File: src/rtl/fetch_ctrl_if.sv
// Fetch bus: ROM address/data, decode valid/ready handshake, redirect/halt control, fault status.
// master = fetch_ctrl, slave = ROM, decode and branch side.
interface fetch_ctrl_if;
    logic [31:0] mem_addr;
    logic [31:0] mem_rdata;
    logic        inst_valid;
    logic        inst_ready;
    logic [31:0] inst_data;
    logic [31:0] inst_pc;
    logic        redirect_valid;
    logic [31:0] redirect_pc;
    logic        halt;
    logic        fault;
    logic [31:0] fault_pc;

    modport master (
        output mem_addr,
        input  mem_rdata,
        output inst_valid,
        input  inst_ready,
        output inst_data,
        output inst_pc,
        input  redirect_valid,
        input  redirect_pc,
        input  halt,
        output fault,
        output fault_pc
    );

    modport slave (
        input  mem_addr,
        output mem_rdata,
        input  inst_valid,
        output inst_ready,
        input  inst_data,
        input  inst_pc,
        output redirect_valid,
        output redirect_pc,
        output halt,
        input  fault,
        input  fault_pc
    );
endinterface

File: src/rtl/fetch_ctrl.sv
// Instruction-fetch sequencer: PC owner, 1-cycle ROM tracking, small output FIFO; first word 2 cycles after issue.
// Backpressure: issues only while FIFO occupancy plus in-flight word leaves room, so nothing overflows.
module fetch_ctrl #(
    parameter logic [31:0] RESET_PC   = 32'h0000_0000,
    parameter int          MEM_BYTES  = 16384,
    parameter int          FIFO_DEPTH = 2
) (
    input logic          clk,
    input logic          rst_n,
    fetch_ctrl_if.master bus
);
    localparam int              PTR_W   = $clog2(FIFO_DEPTH);
    localparam int              CNT_W   = PTR_W + 1;
    localparam logic [31:0]     MAX_PC  = 32'(MEM_BYTES - 4);
    localparam logic [CNT_W:0]  DEPTH_C = (CNT_W + 1)'(FIFO_DEPTH);

    typedef enum logic [1:0] {RUN, HALTED, FAULT} state_t;

    state_t           state_q, state_d;
    logic [31:0]      fetch_pc_q, fetch_pc_d;
    logic             pending_q, pending_d;
    logic [31:0]      pending_pc_q, pending_pc_d;
    logic [31:0]      fault_pc_q, fault_pc_d;
    logic [31:0]      data_q [FIFO_DEPTH];
    logic [31:0]      data_d [FIFO_DEPTH];
    logic [31:0]      pcs_q  [FIFO_DEPTH];
    logic [31:0]      pcs_d  [FIFO_DEPTH];
    logic [PTR_W-1:0] wr_ptr_q, wr_ptr_d, rd_ptr_q, rd_ptr_d;
    logic [CNT_W-1:0] count_q, count_d;

    logic             pop, push, issue_ok, issue;
    logic [CNT_W:0]   occ;

    function automatic logic legal(input logic [31:0] pc);
        return (pc[1:0] == 2'b00) && (pc <= MAX_PC);
    endfunction

    always_comb begin
        pop      = (count_q != '0) && bus.inst_ready;
        push     = pending_q;
        // Slots that will be committed after this edge if nothing new is issued.
        occ      = {1'b0, count_q} + {{CNT_W{1'b0}}, pending_q} - {{CNT_W{1'b0}}, pop};
        issue_ok = (state_q != FAULT) && !bus.halt && !bus.redirect_valid && (occ < DEPTH_C);
        issue    = issue_ok && legal(fetch_pc_q);

        state_d      = state_q;
        fetch_pc_d   = fetch_pc_q;
        pending_d    = issue;
        pending_pc_d = pending_pc_q;
        fault_pc_d   = fault_pc_q;
        data_d       = data_q;
        pcs_d        = pcs_q;
        wr_ptr_d     = wr_ptr_q;
        rd_ptr_d     = rd_ptr_q;
        count_d      = count_q + CNT_W'(push) - CNT_W'(pop);

        if (issue) begin
            pending_pc_d = fetch_pc_q;
            fetch_pc_d   = fetch_pc_q + 32'd4;
        end

        if (pop) begin
            rd_ptr_d = rd_ptr_q + PTR_W'(1);
        end
        if (push) begin
            data_d[wr_ptr_q] = bus.mem_rdata;
            pcs_d[wr_ptr_q]  = pending_pc_q;
            wr_ptr_d         = wr_ptr_q + PTR_W'(1);
        end

        if (bus.redirect_valid) begin
            // Flush drops the capture and the in-flight word; the head pop this cycle is already consumed.
            fetch_pc_d = bus.redirect_pc;
            pending_d  = 1'b0;
            wr_ptr_d   = '0;
            rd_ptr_d   = '0;
            count_d    = '0;
            if (legal(bus.redirect_pc) || (state_q != FAULT)) begin
                state_d = bus.halt ? HALTED : RUN;
            end else begin
                fault_pc_d = bus.redirect_pc;
            end
        end else if (issue_ok && !legal(fetch_pc_q)) begin
            state_d    = FAULT;
            fault_pc_d = fetch_pc_q;
        end else if (state_q != FAULT) begin
            state_d = bus.halt ? HALTED : RUN;
        end
    end

    always_ff @(posedge clk or negedge rst_n) begin
        if (!rst_n) begin
            state_q      <= RUN;
            fetch_pc_q   <= RESET_PC;
            pending_q    <= 1'b0;
            pending_pc_q <= '0;
            fault_pc_q   <= '0;
            wr_ptr_q     <= '0;
            rd_ptr_q     <= '0;
            count_q      <= '0;
            for (int i = 0; i < FIFO_DEPTH; i++) begin
                data_q[i] <= '0;
                pcs_q[i]  <= '0;
            end
        end else begin
            state_q      <= state_d;
            fetch_pc_q   <= fetch_pc_d;
            pending_q    <= pending_d;
            pending_pc_q <= pending_pc_d;
            fault_pc_q   <= fault_pc_d;
            wr_ptr_q     <= wr_ptr_d;
            rd_ptr_q     <= rd_ptr_d;
            count_q      <= count_d;
            data_q       <= data_d;
            pcs_q        <= pcs_d;
        end
    end

    assign bus.mem_addr   = fetch_pc_q;
    assign bus.inst_valid = (count_q != '0);
    assign bus.inst_data  = data_q[rd_ptr_q];
    assign bus.inst_pc    = pcs_q[rd_ptr_q];
    assign bus.fault      = (state_q == FAULT);
    assign bus.fault_pc   = fault_pc_q;
endmodule

File: src/flat_wrapper.sv
// flat-port wrapper written by rule: the top's interface ports become plain ports
module fetch_ctrl_flat 
#(
    parameter logic [31:0] RESET_PC   = 32'h0000_0000,
    parameter int          MEM_BYTES  = 16384,
    parameter int          FIFO_DEPTH = 2
)
  (clk, rst_n, bus_mem_addr, bus_mem_rdata, bus_inst_valid, bus_inst_ready, bus_inst_data, bus_inst_pc, bus_redirect_valid, bus_redirect_pc, bus_halt, bus_fault, bus_fault_pc);
  fetch_ctrl_if bus_i ();
  input logic clk;
  input logic rst_n;
  output wire logic [$bits(bus_i.mem_addr)-1:0] bus_mem_addr;
  input wire logic [$bits(bus_i.mem_rdata)-1:0] bus_mem_rdata;
  output wire logic [$bits(bus_i.inst_valid)-1:0] bus_inst_valid;
  input wire logic [$bits(bus_i.inst_ready)-1:0] bus_inst_ready;
  output wire logic [$bits(bus_i.inst_data)-1:0] bus_inst_data;
  output wire logic [$bits(bus_i.inst_pc)-1:0] bus_inst_pc;
  input wire logic [$bits(bus_i.redirect_valid)-1:0] bus_redirect_valid;
  input wire logic [$bits(bus_i.redirect_pc)-1:0] bus_redirect_pc;
  input wire logic [$bits(bus_i.halt)-1:0] bus_halt;
  output wire logic [$bits(bus_i.fault)-1:0] bus_fault;
  output wire logic [$bits(bus_i.fault_pc)-1:0] bus_fault_pc;
  assign bus_mem_addr = bus_i.mem_addr;
  assign bus_i.mem_rdata = bus_mem_rdata;
  assign bus_inst_valid = bus_i.inst_valid;
  assign bus_i.inst_ready = bus_inst_ready;
  assign bus_inst_data = bus_i.inst_data;
  assign bus_inst_pc = bus_i.inst_pc;
  assign bus_i.redirect_valid = bus_redirect_valid;
  assign bus_i.redirect_pc = bus_redirect_pc;
  assign bus_i.halt = bus_halt;
  assign bus_fault = bus_i.fault;
  assign bus_fault_pc = bus_i.fault_pc;
  fetch_ctrl #(.RESET_PC(RESET_PC), .MEM_BYTES(MEM_BYTES), .FIFO_DEPTH(FIFO_DEPTH)) u_core (.clk(clk), .rst_n(rst_n), .bus(bus_i));
endmodule
File: config.mk
export PLATFORM = sky130hd
export DESIGN_NAME = fetch_ctrl_flat
export DESIGN_NICKNAME = d
export VERILOG_FILES = /design/src/rtl/fetch_ctrl_if.sv /design/src/rtl/fetch_ctrl.sv /design/src/flat_wrapper.sv
export SDC_FILE = /design/constraint.sdc
export NUM_CORES = 1
export LEC_CHECK = 0
export ABC_AREA = 1
export CORE_ASPECT_RATIO = 1.25
export CORE_MARGIN = 10
export CORE_UTILIZATION = 26
export CTS_CLUSTER_DIAMETER = 40
export CTS_CLUSTER_SIZE = 8
export DETAILED_ROUTE_END_ITERATION = 8
export REMOVE_ABC_BUFFERS = 1
export SLEW_MARGIN = 20
export SYNTH_ARGS = -nofsm -noshare
export SYNTH_HDL_FRONTEND = slang
export SYNTH_SLANG_ARGS = --single-unit
File: constraint.sdc
create_clock -name clk -period 4.81 [get_ports clk]
set_input_delay 0.962 -clock clk [delete_from_list [all_inputs] [get_ports clk]]
set_output_delay 0.962 -clock clk [all_outputs]
set_load 0.01 [all_outputs]
# Word level (Yosys, flattened, before mapping)
# Index checks and enable logic that the tools add are counted.
totals:
  reg_bits: 231
  inputBits: 69
  wordCells: 80
op_classes:
  add_sub_neg: 7
  n_lt_le_gt_ge: 6
  n_eq_ne: 4
  n_mux: 26
  bitwise_logic: 2
  reduce_logical: 23
ops:
  columns: ["operator", "n"]
  rows:
  - ["$mux 32", 12]
  - ["$bwmux 64", 2]
  - ["$le 32x14->1 const B", 2]
  - ["$add 32x3->32 const B", 1]
  - ["$demux 32 s1", 1]
  - ["$mux 2", 5]
  - ["$reduce_bool 2->1", 5]
  - ["$logic_and 1x1->1", 9]
  - ["$mux 1", 6]
  - ["$ge 2x2->1 const B", 2]
  - ["$logic_not 2->1", 2]
  - ["$ne 2x2->1 const B", 2]
  - ["$not 1->2", 2]
  - ["$reduce_and 2->1", 2]
  - ["$add 2x1->3", 1]
  - ["$logic_not 1->1", 3]
  - ["$lt 3x2->1 const B", 1]
  - ["$reduce_bool 3->1", 1]
  - ["$sub 3x1->3", 1]
  - ["$add 1x1->1 const B", 2]
  - ["$add 2x1->2", 1]
  - ["$eq 2x2->1 const B", 1]
  - ["$lt 2x1->1 const B", 1]
  - ["$ne 2x1->1 const B", 1]
  - ["other kinds (2)", 2]

# Depth between registers and ports, before layout
depth:
  ltp_word: 8
  ltp_mapped: 18

# Least setup slack after synthesis
# Ideal clock, no wire load.
synth_path:
  kind: "input to register"
  start: "input bus_inst_ready"
  end: "register u_core.pending_pc_q[0]"
  setup_time_ps: 116
  t_arrival_ps: 2753
  t_required_ps: 4694
  slack_ps: 1940
  path_stages: 14
  n_path_buf: 2
  path_cell_list: "nand2_1 > inv_1 > ha_1 > inv_1 > ha_1 > inv_1 > fa_1 > nand3_1 > nor2_4 > nand3_2 > buf_6 > inv_2 > buf_4 > nor2_1"
synth_between:
  elab_chain_cells: 5
synth_lines:
  columns: ["element", "line", "rtl"]
  rows:
  - ["from (decl)", "flat_wrapper.sv:15", "input wire logic [$bits(bus_i.inst_ready)-1:0] bus_inst_ready;"]
  - ["$logic_and 1x1->1", "fetch_ctrl.sv:39", "pop = (count_q != '0) && bus.inst_ready;"]
  - ["$sub 3x1->3", "fetch_ctrl.sv:42", "occ = {1'b0, count_q} + {{CNT_W{1'b0}}, pending_q} - {{CNT_W{1'b0}}, pop};"]
  - ["$lt 3x2->1", "fetch_ctrl.sv:43", "issue_ok = (state_q != FAULT) && !bus.halt && !bus.redirect_valid && (occ < DEPTH_C);"]
  - ["$logic_and 1x1->1", "fetch_ctrl.sv:43", null]
  - ["$logic_and 1x1->1", "fetch_ctrl.sv:44", "issue = issue_ok && legal(fetch_pc_q);"]
  - ["to (signal assigned)", "fetch_ctrl.sv:109", "pending_pc_q <= pending_pc_d;"]
  - ["to (decl)", "fetch_ctrl.sv:22", "logic [31:0] pending_pc_q, pending_pc_d;"]
# Every way passes these cells.
# A chain may end at the register's enable or synchronous reset.

# Worst setup path in the final report
layout_path:
  start: "register u_core.rd_ptr_q"
  end: "output bus_inst_pc[18]"
layout_between:
  elab_chain_cells: 4
layout_lines:
  columns: ["element", "line", "rtl"]
  rows:
  - ["from (decl)", "fetch_ctrl.sv:28", "logic [PTR_W-1:0] wr_ptr_q, wr_ptr_d, rd_ptr_q, rd_ptr_d;"]
  - ["from (signal assigned)", "fetch_ctrl.sv:112", "rd_ptr_q <= rd_ptr_d;"]
  - ["$not 1->2 (implied by the code)", "fetch_ctrl.sv:122", "assign bus.inst_pc = pcs_q[rd_ptr_q];"]
  - ["$mux 32 (implied by the code) (3 in series)", "fetch_ctrl.sv:122", null]
  - ["to (decl)", "flat_wrapper.sv:17", "output wire logic [$bits(bus_i.inst_pc)-1:0] bus_inst_pc;"]
# Every way passes these cells. The select of a mux whose other input is x is not followed.

==> key figures <==
Clock network
  – Total CTS buffers: 40
  – Deepest clock path buffer count: 3
  – CTS clock-pin slew for the worst setup and hold paths: around 0.04 ns
  – Root Driver: clkbuf_16
  – Cts repair resizes: 0
  – CTS tree: yes
  – Post-CTS Setup Bufs: 0
  – Cts hold-fix bufs: 0
  – H-tree depth: 2
  – Clk_lat worst skew: 0.51 ns
  – CTS Sinks: 231

Route
  – ANT nets after route: 0
  – # DRC: 0
  – DRT iter0 DRCs: 544
  – Wire per inst: about 15 µm
  – Total Wirelength: 28.8 mm
  – Vias per std cell: 4.36
  – DRT Pass-1 Iters: 5
  – Vias: roughly 8.4k

Flow run
  – Max Cap Viol: 0

Critical path
  – CP Depth: 5
  – Crit path cell chain: inv_2 -> buf_4 -> nand2_1 -> nand2_1 -> clkdlybuf4s50_1
  – Crit path capture type: output pin
  – Worst path arrival time: between 2 and 3 ns
  – Worst-case reg-to-reg path depth: 14
  – CP required: 3.85 ns
  – Setup CP Type: reg -> out
  – WP buf/inv: 3
  – Slowest stage cell, crit path: clkdlybuf4s50_1
  – Worst path max stage delay: 0.56 ns
  – CP Max Fanout: 35
  – Startpoint types: flop
  – Reg2reg setup slack: 1.57 ns
  – CP dominant cell by count: nand2_1
  – Top Family by Delay on Critical Path: buffers and inverters

Synthesis
  – Top cell type's share of synthesized area: slightly below 60%
  – Ys async rst share: 100%
  – Sequential share of the synthesized area: 57.9%
  – Syn Inst Count: 1222
  – Synthesized area: 9980 µm²
  – Top post-synthesis cells by count: nand2_1, dfrtp_1, o21ai_0, inv_1, nor2_1
  – #FFs+latches synth: 231
  – Cell variety after synth: 30
  – Yosys warns: 0
  – Number of synthesized flops with an enable pin: 0
  – Top cells by area, synth: dfrtp_1, nand2_1, o21ai_0
  – Dominant cell type by area after synthesis: dfrtp_1
  – Main synth FF type: dfrtp_1
  – Mean Syn Cell Area: 8.17 µm²
  – Most common cell in the netlist: nand2_1

Place
  – GPL Wtd Cong: 0.771
  – HPWL after detailed placement: 18.6 mm
  – Pre-CTS WS: 0.900 ns
  – Port Buf Inserts: 198

Pwr
  – VDD IR max: 0.000214 V
  – Static leakage: between 0.006 and 0.007 µW
  – Power per cell area: about 470 nW/µm²

STA
  – Hold Violations, Final: 0
  – Unrepaired setup endpoints after global routing: no
  – Slew @ Worst Pin: roughly 0.87 ns
  – Period utilization: 77.0%
  – Slew HR: 41.7%
  – Worst Skew: 0.0176 ns
  – Fin. max-slew vios: 0
  – Final setup vio count: 0
  – Final setup margin: 1.10 ns
  – Min Tclk post-route: 3.71 ns
  – FMAX: ~0.27 GHz
  – Setup TNS: 0 ns

Floorplan
  – Core region area: 38000 µm²
  – Die area: 46700 µm²
  – Die Y: 239 µm
  – Initial core utilization: about a quarter
  – Rows: 80
  – Die Wd: 195 µm
  – Top-Level Pins: 199

GRT
  – Largest net degree at the start of global routing: just over 100
  – GRT Resource Usage Total: 12.1%
  – Gr ovfl total: 0
  – Initial antenna violation count: 0
  – First-pass GRT wire length: 46.7 mm
  – Vias in the first global route: 8422

Run status
  – Outcome: complete, no violations

Finish
  – Layout cells sized above 1: 5.96%
  – Fin nets: 1478
  – Area growth syn-to-layout: 36.2%
  – ANT cells: 0

Min path
  – Worst hold path class: in -> async
[logic make-up (layout without fill, tap and decap cells)]
| family | count (synthesis) | in the layout | synth area share [%] |
|---|---|---|---|
| adder cells (fa/ha/maj) | 4 | 4 | 0.577 |
| AND/OR/NAND/NOR | 643 | 643 | 25.4 |
| flip-flops | 231 | 231 | 57.9 |
| AO/OA/AOI/OAI | 176 | 176 | 8.99 |
| buffers and inverters | 168 | 371 | 7.08 |
[sequential cells by signal (all words and copies together) (netlist names)]
signal,flops
u_core.pending_pc_q,32
u_core.wr_ptr_q,1
u_core.pending_q,1
u_core.state_q,2
u_core.bus.mem_addr,32
u_core.rd_ptr_q,1
u_core.pcs_q,64
u_core.bus.fault_pc,32
u_core.count_q,2
u_core.data_q,64
[layout make-up]
type,count,area (µm²)
Sequential cell,231,5780
Timing Repair Buffer,208,2070
Fill cell,3953,24400
Clock buffer,54,1120
Clock inverter,8,120
Tap cell,492,616
Multi-Input combinational cell,823,3500
Inverter,101,384
[stage by stage]
stage                     util, %  power (µW)  std cells  hold slack (ns)  cell area, µm²
after floorplan                 -        2870       1155            0.449            9660
after global placement       32.5        3710       1855            0.465           12400
after detailed placement     32.5        3730       1855            0.472           12400
after CTS                    35.8        6450       1917            0.473           13600
after global routing         35.8        6690       1917            0.498           13600
final                        35.8        6330       1917            0.454           13600
[path summary, 6_finish.rpt]
| kind | startpoint | to |
|---|---|---|
| max | u_core.rd_ptr_q | bus_inst_pc[18] |
| min | rst_n | u_core.bus.fault_pc[0] |
| max reg2reg | u_core.count_q[1] | u_core.pending_pc_q[21] |
| min reg2reg | u_core.pcs_q[31] | u_core.pcs_q[31] |
| max in group asynchronous | rst_n | u_core.rd_ptr_q |
| min in group clk | u_core.pcs_q[31] | u_core.pcs_q[31] |
[placed cells by master, fill, tap and decap left out, types with 2 or more instances in the layout]
master / netlist / routed
nand2_2: 3 / 3
o21ai_0: 146 / 146
ha_1: 3 / 3
o21ai_1: 21 / 21
nand3_2: 2 / 2
nor2_1: 60 / 60
dfrtp_1: 231 / 230
nor3_1: 3 / 3
clkbuf_1: 39 / 8
nand2_4: 1 / 2
nand2_1: 511 / 510
clkinvlp_4: 0 / 2
a21oi_1: 4 / 4
bufinv_16: 0 / 3
clkinv_2: 0 / 3
o21ai_2: 4 / 4
clkbuf_16: 0 / 41
inv_2: 2 / 3
clkdlybuf4s50_1: 0 / 196
nand4_1: 2 / 2
buf_4: 5 / 9
nand3_1: 55 / 55
inv_1: 98 / 97
clkbuf_8: 0 / 5
[worst reg2reg max path, stage by stage (launching register included)]
cell	delay (ns)
dfrtp_1	0.42
or2_2	0.35
nand2_1	0.11
inv_1	0.05
ha_1	0.26
inv_1	0.06
ha_1	0.13
inv_1	0.05
fa_1	0.51
nand3_1	0.13
nor2_4	0.14
nand3_2	0.08
buf_4	0.28
inv_2	0.42
nor2_1	0.11
[power by group]
| group | switching, µW | internal, µW |
|---|---|---|
| registers | 113 | 2110 |
| logic | 799 | 646 |
| clock network | 891 | 1770 |
[routing by layer]
layer  GRT usage, %  vias up  part of all wire [%]
li1               -     4159                     -
met3           5.44       42                   9.8
met2           18.6      254                    44
met1           14.9     3906                    45
met5              0        -                     0
met4           3.29        0                   1.8
Power figures use the tool's default switching activity.
